===== src/rtl/button_conditioner.sv =====
// button_conditioner
// Conditions raw front-panel push-buttons for the clock/alarm top level.
// Each channel is fully independent and contains a 2-FF synchronizer, a
// counter-based debouncer, registered press/release pulses and, where
// enabled by REPEAT_MASK, a hold-to-auto-repeat pulse generator.
module button_conditioner #(
    parameter int unsigned        NUM_BTN             = 4,
    parameter int unsigned        DEBOUNCE_CYCLES     = 1_000_000,
    parameter int unsigned        REPEAT_DELAY_CYCLES = 50_000_000,
    parameter int unsigned        REPEAT_RATE_CYCLES  = 10_000_000,
    parameter logic [NUM_BTN-1:0] REPEAT_MASK         = 4'b1000
) (
    input  logic               clock,
    input  logic               reset,
    input  logic [NUM_BTN-1:0] btn_in,
    output logic [NUM_BTN-1:0] btn_level,
    output logic [NUM_BTN-1:0] press_pulse,
    output logic [NUM_BTN-1:0] release_pulse,
    output logic [NUM_BTN-1:0] repeat_pulse,
    output logic [NUM_BTN-1:0] act_pulse
);

    // Debounce counter only has to reach DEBOUNCE_CYCLES-1.
    localparam int unsigned DB_W    = (DEBOUNCE_CYCLES > 1) ? $clog2(DEBOUNCE_CYCLES) : 1;
    // One repeat counter serves both the initial delay and the repeat period.
    localparam int unsigned REP_MAX = (REPEAT_DELAY_CYCLES > REPEAT_RATE_CYCLES) ?
                                      REPEAT_DELAY_CYCLES : REPEAT_RATE_CYCLES;
    localparam int unsigned RC_W    = (REP_MAX > 1) ? $clog2(REP_MAX) : 1;

    localparam logic [DB_W-1:0] DB_LAST = DB_W'(DEBOUNCE_CYCLES - 1);
    localparam logic [RC_W-1:0] RD_LAST = RC_W'(REPEAT_DELAY_CYCLES - 1);
    localparam logic [RC_W-1:0] RR_LAST = RC_W'(REPEAT_RATE_CYCLES - 1);

    typedef enum logic [1:0] {
        REP_IDLE,
        REP_DELAY,
        REP_REPEAT
    } rep_state_e;

    for (genvar g = 0; g < NUM_BTN; g++) begin : g_chan

        localparam bit REP_EN = REPEAT_MASK[g];

        logic [1:0]      r_sync;
        logic [DB_W-1:0] r_db_cnt;
        logic            r_level;
        logic            r_press;
        logic            r_release;
        logic            w_sample;
        logic            w_differs;
        logic            w_db_done;
        logic            w_press_evt;
        logic            w_release_evt;

        rep_state_e      r_state;
        rep_state_e      w_state_nxt;
        logic [RC_W-1:0] r_rep_cnt;
        logic [RC_W-1:0] w_rep_cnt_nxt;
        logic            r_repeat;
        logic            w_repeat_nxt;

        // Bring the asynchronous button into the clock domain (s1 -> s2).
        always_ff @(posedge clock) begin
            if (reset) begin
                r_sync <= '0;
            end else begin
                r_sync <= {r_sync[0], btn_in[g]};
            end
        end

        assign w_sample      = r_sync[1];
        assign w_differs     = (w_sample != r_level);
        assign w_db_done     = w_differs && (r_db_cnt == DB_LAST);
        // Edge events are decided one cycle before the registered pulses
        // appear, so the repeat FSM can start counting in the pulse cycle.
        assign w_press_evt   = w_db_done && w_sample;
        assign w_release_evt = w_db_done && !w_sample;

        // Accept a new level only after DEBOUNCE_CYCLES consecutive differing samples.
        always_ff @(posedge clock) begin
            if (reset) begin
                r_db_cnt  <= '0;
                r_level   <= 1'b0;
                r_press   <= 1'b0;
                r_release <= 1'b0;
            end else begin
                r_press   <= w_press_evt;
                r_release <= w_release_evt;
                if (!w_differs) begin
                    r_db_cnt <= '0;
                end else if (w_db_done) begin
                    r_db_cnt <= '0;
                    r_level  <= w_sample;
                end else begin
                    r_db_cnt <= r_db_cnt + 1'b1;
                end
            end
        end

        // Repeat FSM state, counter and registered repeat pulse.
        always_ff @(posedge clock) begin
            if (reset) begin
                r_state   <= REP_IDLE;
                r_rep_cnt <= '0;
                r_repeat  <= 1'b0;
            end else begin
                r_state   <= w_state_nxt;
                r_rep_cnt <= w_rep_cnt_nxt;
                r_repeat  <= w_repeat_nxt;
            end
        end

        // Repeat FSM next state: a release always wins over an expiring counter.
        always_comb begin
            w_state_nxt   = r_state;
            w_rep_cnt_nxt = r_rep_cnt;
            w_repeat_nxt  = 1'b0;
            if (!REP_EN || w_release_evt) begin
                w_state_nxt   = REP_IDLE;
                w_rep_cnt_nxt = '0;
            end else begin
                case (r_state)
                    REP_IDLE: begin
                        if (w_press_evt) begin
                            w_state_nxt   = REP_DELAY;
                            w_rep_cnt_nxt = '0;
                        end
                    end
                    REP_DELAY: begin
                        if (r_rep_cnt == RD_LAST) begin
                            w_state_nxt   = REP_REPEAT;
                            w_rep_cnt_nxt = '0;
                            w_repeat_nxt  = 1'b1;
                        end else begin
                            w_rep_cnt_nxt = r_rep_cnt + 1'b1;
                        end
                    end
                    REP_REPEAT: begin
                        if (r_rep_cnt == RR_LAST) begin
                            w_rep_cnt_nxt = '0;
                            w_repeat_nxt  = 1'b1;
                        end else begin
                            w_rep_cnt_nxt = r_rep_cnt + 1'b1;
                        end
                    end
                    default: begin
                        w_state_nxt   = REP_IDLE;
                        w_rep_cnt_nxt = '0;
                    end
                endcase
            end
        end

        assign btn_level[g]     = r_level;
        assign press_pulse[g]   = r_press;
        assign release_pulse[g] = r_release;
        assign repeat_pulse[g]  = r_repeat;
    end

    assign act_pulse = press_pulse | repeat_pulse;

endmodule


===== config.mk =====
export PLATFORM = sky130hd
export DESIGN_NAME = button_conditioner
export DESIGN_NICKNAME = d
export VERILOG_FILES = /design/src/rtl/button_conditioner.sv
export SDC_FILE = /design/constraint.sdc
export NUM_CORES = 1
export LEC_CHECK = 0
export CORE_MARGIN = 5
export CORE_UTILIZATION = 55
export DETAILED_ROUTE_END_ITERATION = 7
export PLACE_DENSITY_LB_ADDON = 0.05
export SETUP_SLACK_MARGIN = 0.5
export SYNTH_ARGS = -nofsm -noshare
export SYNTH_HDL_FRONTEND = slang
export SYNTH_SLANG_ARGS = --single-unit

===== constraint.sdc =====
create_clock -name clock -period 5.4 [get_ports clock]
set_clock_uncertainty 0.05 [all_clocks]
set_input_delay 1.62 -clock clock [delete_from_list [all_inputs] [get_ports clock]]
set_output_delay 1.62 -clock clock [all_outputs]
set_load 0.05 [all_outputs]

Word level (Yosys, flattened, before mapping) --
Cells that the tools add are included. W data, S select, Z words.
Cells by class: bitwise operators 6, reduce and logical (&&, ||, !) cells 27, add/subtract/negate cells 5, multiplexer cells 10, equal/unequal tests 14
Operators by type and width (number):
- $add A20 B1 Y20 const B | 4
- $eq A20 B20 Y1 const B | 4
- $mux W26 | 3
- $pmux W26 S3 | 1
- $add A26 B1 Y26 const B | 1
- $eq A26 B24 Y1 const B | 1
- $eq A26 B26 Y1 const B | 1
- $logic_and A1 B1 Y1 | 12
- $reduce_or A3 Y1 | 4
- $reduce_and A2 Y1 | 4
- $pmux W2 S3 | 1
- $not A1 Y1 | 5
- $logic_not A1 Y1 | 4
- $mux W2 | 2
- $ne A1 B1 Y1 | 4
- $ne A2 B2 Y1 const B | 2
- $or A4 B4 Y4 | 1
- $reduce_and A3 Y1 | 1
- $eq A2 B1 Y1 const B | 1
- $eq A2 B2 Y1 const B | 1
- $logic_not A2 Y1 | 1
- $mux W1 | 2
- $pmux W1 S2 | 1
- $reduce_or A2 Y1 | 1
Storage, ports and cells: register bits 129, output and inout bits 20, logic and storage cells 85, input port bits 6

Logic depth before layout (Yosys ltp) --
depth after elaboration 5, depth in mapped cells 8, mapped depth without buffers 7

Worst setup path before layout --
Ideal clock, no wire load.
kind input port to flip-flop, start in reset, end reg g_chan[3].r_rep_cnt[25], buffers on the path 0, slack 2.419 ns, data arrival time 2.868 ns, data required time 5.288 ns, cell stages on the path 5, setup time 0.062 ns, cell sequence inv_1 > o311ai_0 > a211o_1 > or4_1 > nand3_1
Between the ends: word-level cells in the longest chain between the ends 1
RTL lines:
- from (decl) | line 14 | input logic reset,
- $reduce_or A2 Y1 (no source line)
- to (signal assigned) | line 108 | r_rep_cnt <= w_rep_cnt_nxt;
- to (decl) | line 57 | logic [RC_W-1:0] r_rep_cnt;
Every way passes these cells. A chain may end at the register's enable or synchronous reset.

Final worst setup path --
start reg g_chan[3].r_repeat, end out act_pulse[3]
Between the ends: word-level cells in the longest chain between the ends 1
RTL lines:
- from (decl) | line 59 | logic r_repeat;
- from (signal assigned) | line 109 | r_repeat <= w_repeat_nxt;
- $or A4 B4 Y4 | line 160 | assign act_pulse = press_pulse | repeat_pulse;
- to (decl) | line 20 | output logic [NUM_BTN-1:0] act_pulse
Every way passes these cells.

==> summary.txt <==
Floorplanning
  – Die Width: 113 um
  – Ports: 26
  – Initial Utilization: 0.564
  – Row cnt: 37
  – Core ar.: 10300 um2
  – Chip height: 113 um
  – Die area: 12700 um2

Timing
  – Setup TNS: 0 ns
  – Worst-Margin Slew: 0.852 ns
  – Fin crit period: 3.49 ns
  – Final hold violation count: 0
  – Relative slew slack: 0.429
  – Period utilization: 0.647
  – Worst setup slack after layout: 1.91 ns
  – Highest Clock Rate: 0.286 GHz
  – Final slew viol count: 0
  – RSZ-0062 raised after global routing: false
  – Final setup fails: 0

Logic synthesis
  – Dominant cell type by area after synthesis: dfxtp_1
  – Top cells by area, synth: dfxtp_1 (44%), nor2_1 (6.8%), xor2_1 (6.5%), nand3_1 (5.4%), xnor2_1 (5.0%)
  – Synth Flop Type: dfxtp_1
  – Flops & latches, synth: 129
  – Post-Synthesis Cell Area: 5820 um2
  – Synth top cells by count: dfxtp_1 (129), nor2_1 (106), nand3_1 (63)
  – EDFF count, synth: 0
  – Synth unique cells: 51
  – FFs w/ async S/R, synth: 0
  – Area share of the largest cell type after synthesis: 0.443
  – Most common cell in the netlist: dfxtp_1
  – YS warnings: 0
  – Avg Inst Size Synth: 8.68 um2
  – Register area share after synthesis: 0.443
  – Synth Instances: 671

Global routing
  – Aggregate global-route resource usage: 0.189
  – Vias in the first global route: 4404
  – Initial antenna violation count: 0
  – First-pass GRT wire length: 20.0 mm
  – Overflow after GRT: 0
  – Pin count of the biggest net entering global routing: 23

Drt
  – Detailed Routing Iterations Pass 1: 5
  – ANT nets after route: 0
  – Vias/cell: 5.48
  – DR WL/cell: 13.6 um
  – Starting DRT DRC Count: 241
  – WL final: 11.3 mm
  – Total number of vias: 4549
  – DRC Markers: 0

Clock tree
  – Worst-Skew Late Latency: 0.52 ns
  – Clock Root Buffer: clkbuf_8
  – CTS tree: built
  – Longest Clk Path Bufs: 2
  – Reg clk slew, reported paths: 0.06 ns
  – CTS resizes: 0
  – CTS HTree Levels: 4
  – Clk sink count: 129
  – Post-CTS Setup Bufs: 0
  – Post-CTS Hold Buffers: 0
  – CTS buffer count: 17

Critical path
  – CP peak stage delay: 0.70 ns
  – Worst path slowest cell: clkdlybuf4s50_1
  – CP endpoint kind: output port
  – CP Launch Type: flip-flop
  – CP top delay family: buffers and inverters
  – Critical path fanouts, max: 2
  – Buf+Inv Stages, Crit Path: 1
  – Worst path required time: 3.73 ns
  – Critical path class: reg -> out
  – Worst Path Arrival: 1.82 ns
  – Crit-path cells: or2_2 > clkdlybuf4s50_1

Pwr
  – Comb power frac: 0.013
  – Clock Power Share: 0.534
  – P_sw: 0.000429 W
  – Int Pwr: 0.00169 W
  – Leakage: 2.23 nW
  – Sequential group share of total power: 0.453
  – Peak supply drop: 0.237 mV
  – Pwr Density: 321 nW/um2
  – Net Sw Frac: 0.202

Place
  – DPL Wire Length: 7.73 mm
  – Placer Congestion: 0.819
  – IO buf count: 22
  – Dpl cell area: 6020 um2
  – Dpl ws: 1.39 ns

Job
  – Max_cap viols: 0

Finish
  – Final Instance Area: 6610 um2
  – Area Growth Syn to Fin: 13.5%
  – Ant diodes: 0
  – Final net count: 696
  – Layout cells sized above 1: 0.0634

Worst hold path
  – Min-Delay Path Class: reg -> reg

Status
  – Status: completed
per-layer routing:
metal | up-vias | part of all wire | global-route usage
li1 | 2320 | - | -
met5 | - | 0 | 0
met2 | 73 | 0.46 | 0.303
met1 | 2139 | 0.48 | 0.243
met4 | 0 | 0.014 | 0.0705
met3 | 17 | 0.043 | 0.0540
power by group through the flow:
stage | sequential, W | clock (W) | combinational (W)
after floorplan | 0.000978 | 0 | 0.0000209
after global placement | 0.000979 | 0 | 0.0000271
after detailed placement | 0.000979 | 0 | 0.0000278
after CTS | 0.000958 | 0.00115 | 0.0000279
after global routing | 0.000958 | 0.00120 | 0.0000303
final | 0.000958 | 0.00113 | 0.0000278
through the flow:
step                      hold slack [ns]  utilization  power (W)  std cells
after floorplan                     0.364            -   0.000999        673
after global placement              0.366        0.583    0.00101        798
after detailed placement            0.376        0.583    0.00101        798
after CTS                           0.389        0.640    0.00214        830
after global routing                0.413        0.640    0.00219        830
final                               0.380        0.640    0.00212        830
path summary, 6_finish.rpt:
| check | start | endpoint | slack, ns | cells past startpoint |
|---|---|---|---|---|
| worst min-delay path | g_chan[3].r_sync[0] | g_chan[3].r_sync[1] | 0.38 | 1 |
| worst min register to register | g_chan[3].r_sync[0] | g_chan[3].r_sync[1] | 0.38 | 1 |
| worst max-delay path | g_chan[3].r_repeat | act_pulse[3] | 1.91 | 2 |
| worst max register to register | g_chan[3].r_db_cnt[0] | g_chan[3].r_rep_cnt[21] | 2.54 | 8 |
cell type report:
cell class / count / area, um2
clock buffers: 22 / 453
clock inverters: 10 / 134
fillers: 875 / 3720
inverters: 16 / 60.1
multi-input cells: 492 / 2970
flip-flops and latches: 129 / 2580
well taps: 136 / 170
repair buffers: 25 / 243
sequential cells by signal, indices dropped and copies added (netlist names):
| register | cells |
|---|---|
| g_chan.r_release | 4 |
| g_chan.r_press | 4 |
| g_chan.r_repeat | 1 |
| g_chan.r_level | 4 |
| g_chan.r_rep_cnt | 26 |
| g_chan.r_state | 2 |
| g_chan.r_sync | 8 |
| g_chan.r_db_cnt | 80 |
kinds of logic after synthesis:
kind of cell,Yosys count,share of synthesized area
compound gates,46,0.0565
flops,129,0.443
buf+inv,52,0.0486
fa+ha+maj,9,0.0193
simple gates,352,0.307
other cells,1,0.000644
xor+xnor,76,0.114
mux,6,0.0103
placed cells by master (no fill, tap or decap), types with 4 or more instances in the layout:
cell             Yosys  final
inv_1               16     16
ha_1                 9      9
clkdlybuf4s50_1      0     22
dfxtp_1            129    129
or3_1               12     12
nor2_1             106    106
nand2b_1             4      4
a21oi_1             12     12
nor3b_1              4      4
nand3_1             63     63
mux2i_1              6      6
and4_1               7      7
and3_1              25     25
xor2_1              43     43
o21ai_0              7      7
a31oi_1              4      4
o311ai_0             4      4
nand4_1             24     24
nand2_1             49     49
and2_1               4      4
clkbuf_16            0     16
nor2b_1             12     12
nor3_1              18     18
xnor2_1             33     33
clkinv_2             0      4
nor4_1               6      6
worst register-to-register path, delay by kind of cell (launching register included):
kind                       cells  cell delay (ns)
AOI/OAI and AO/OA              3             1.10
and+or+nand+nor                3             0.73
DFF                            1             0.38
buffers and inverters          1             0.28
adders and majority gates      1             0.20
(Power assumes the default switching activity.)
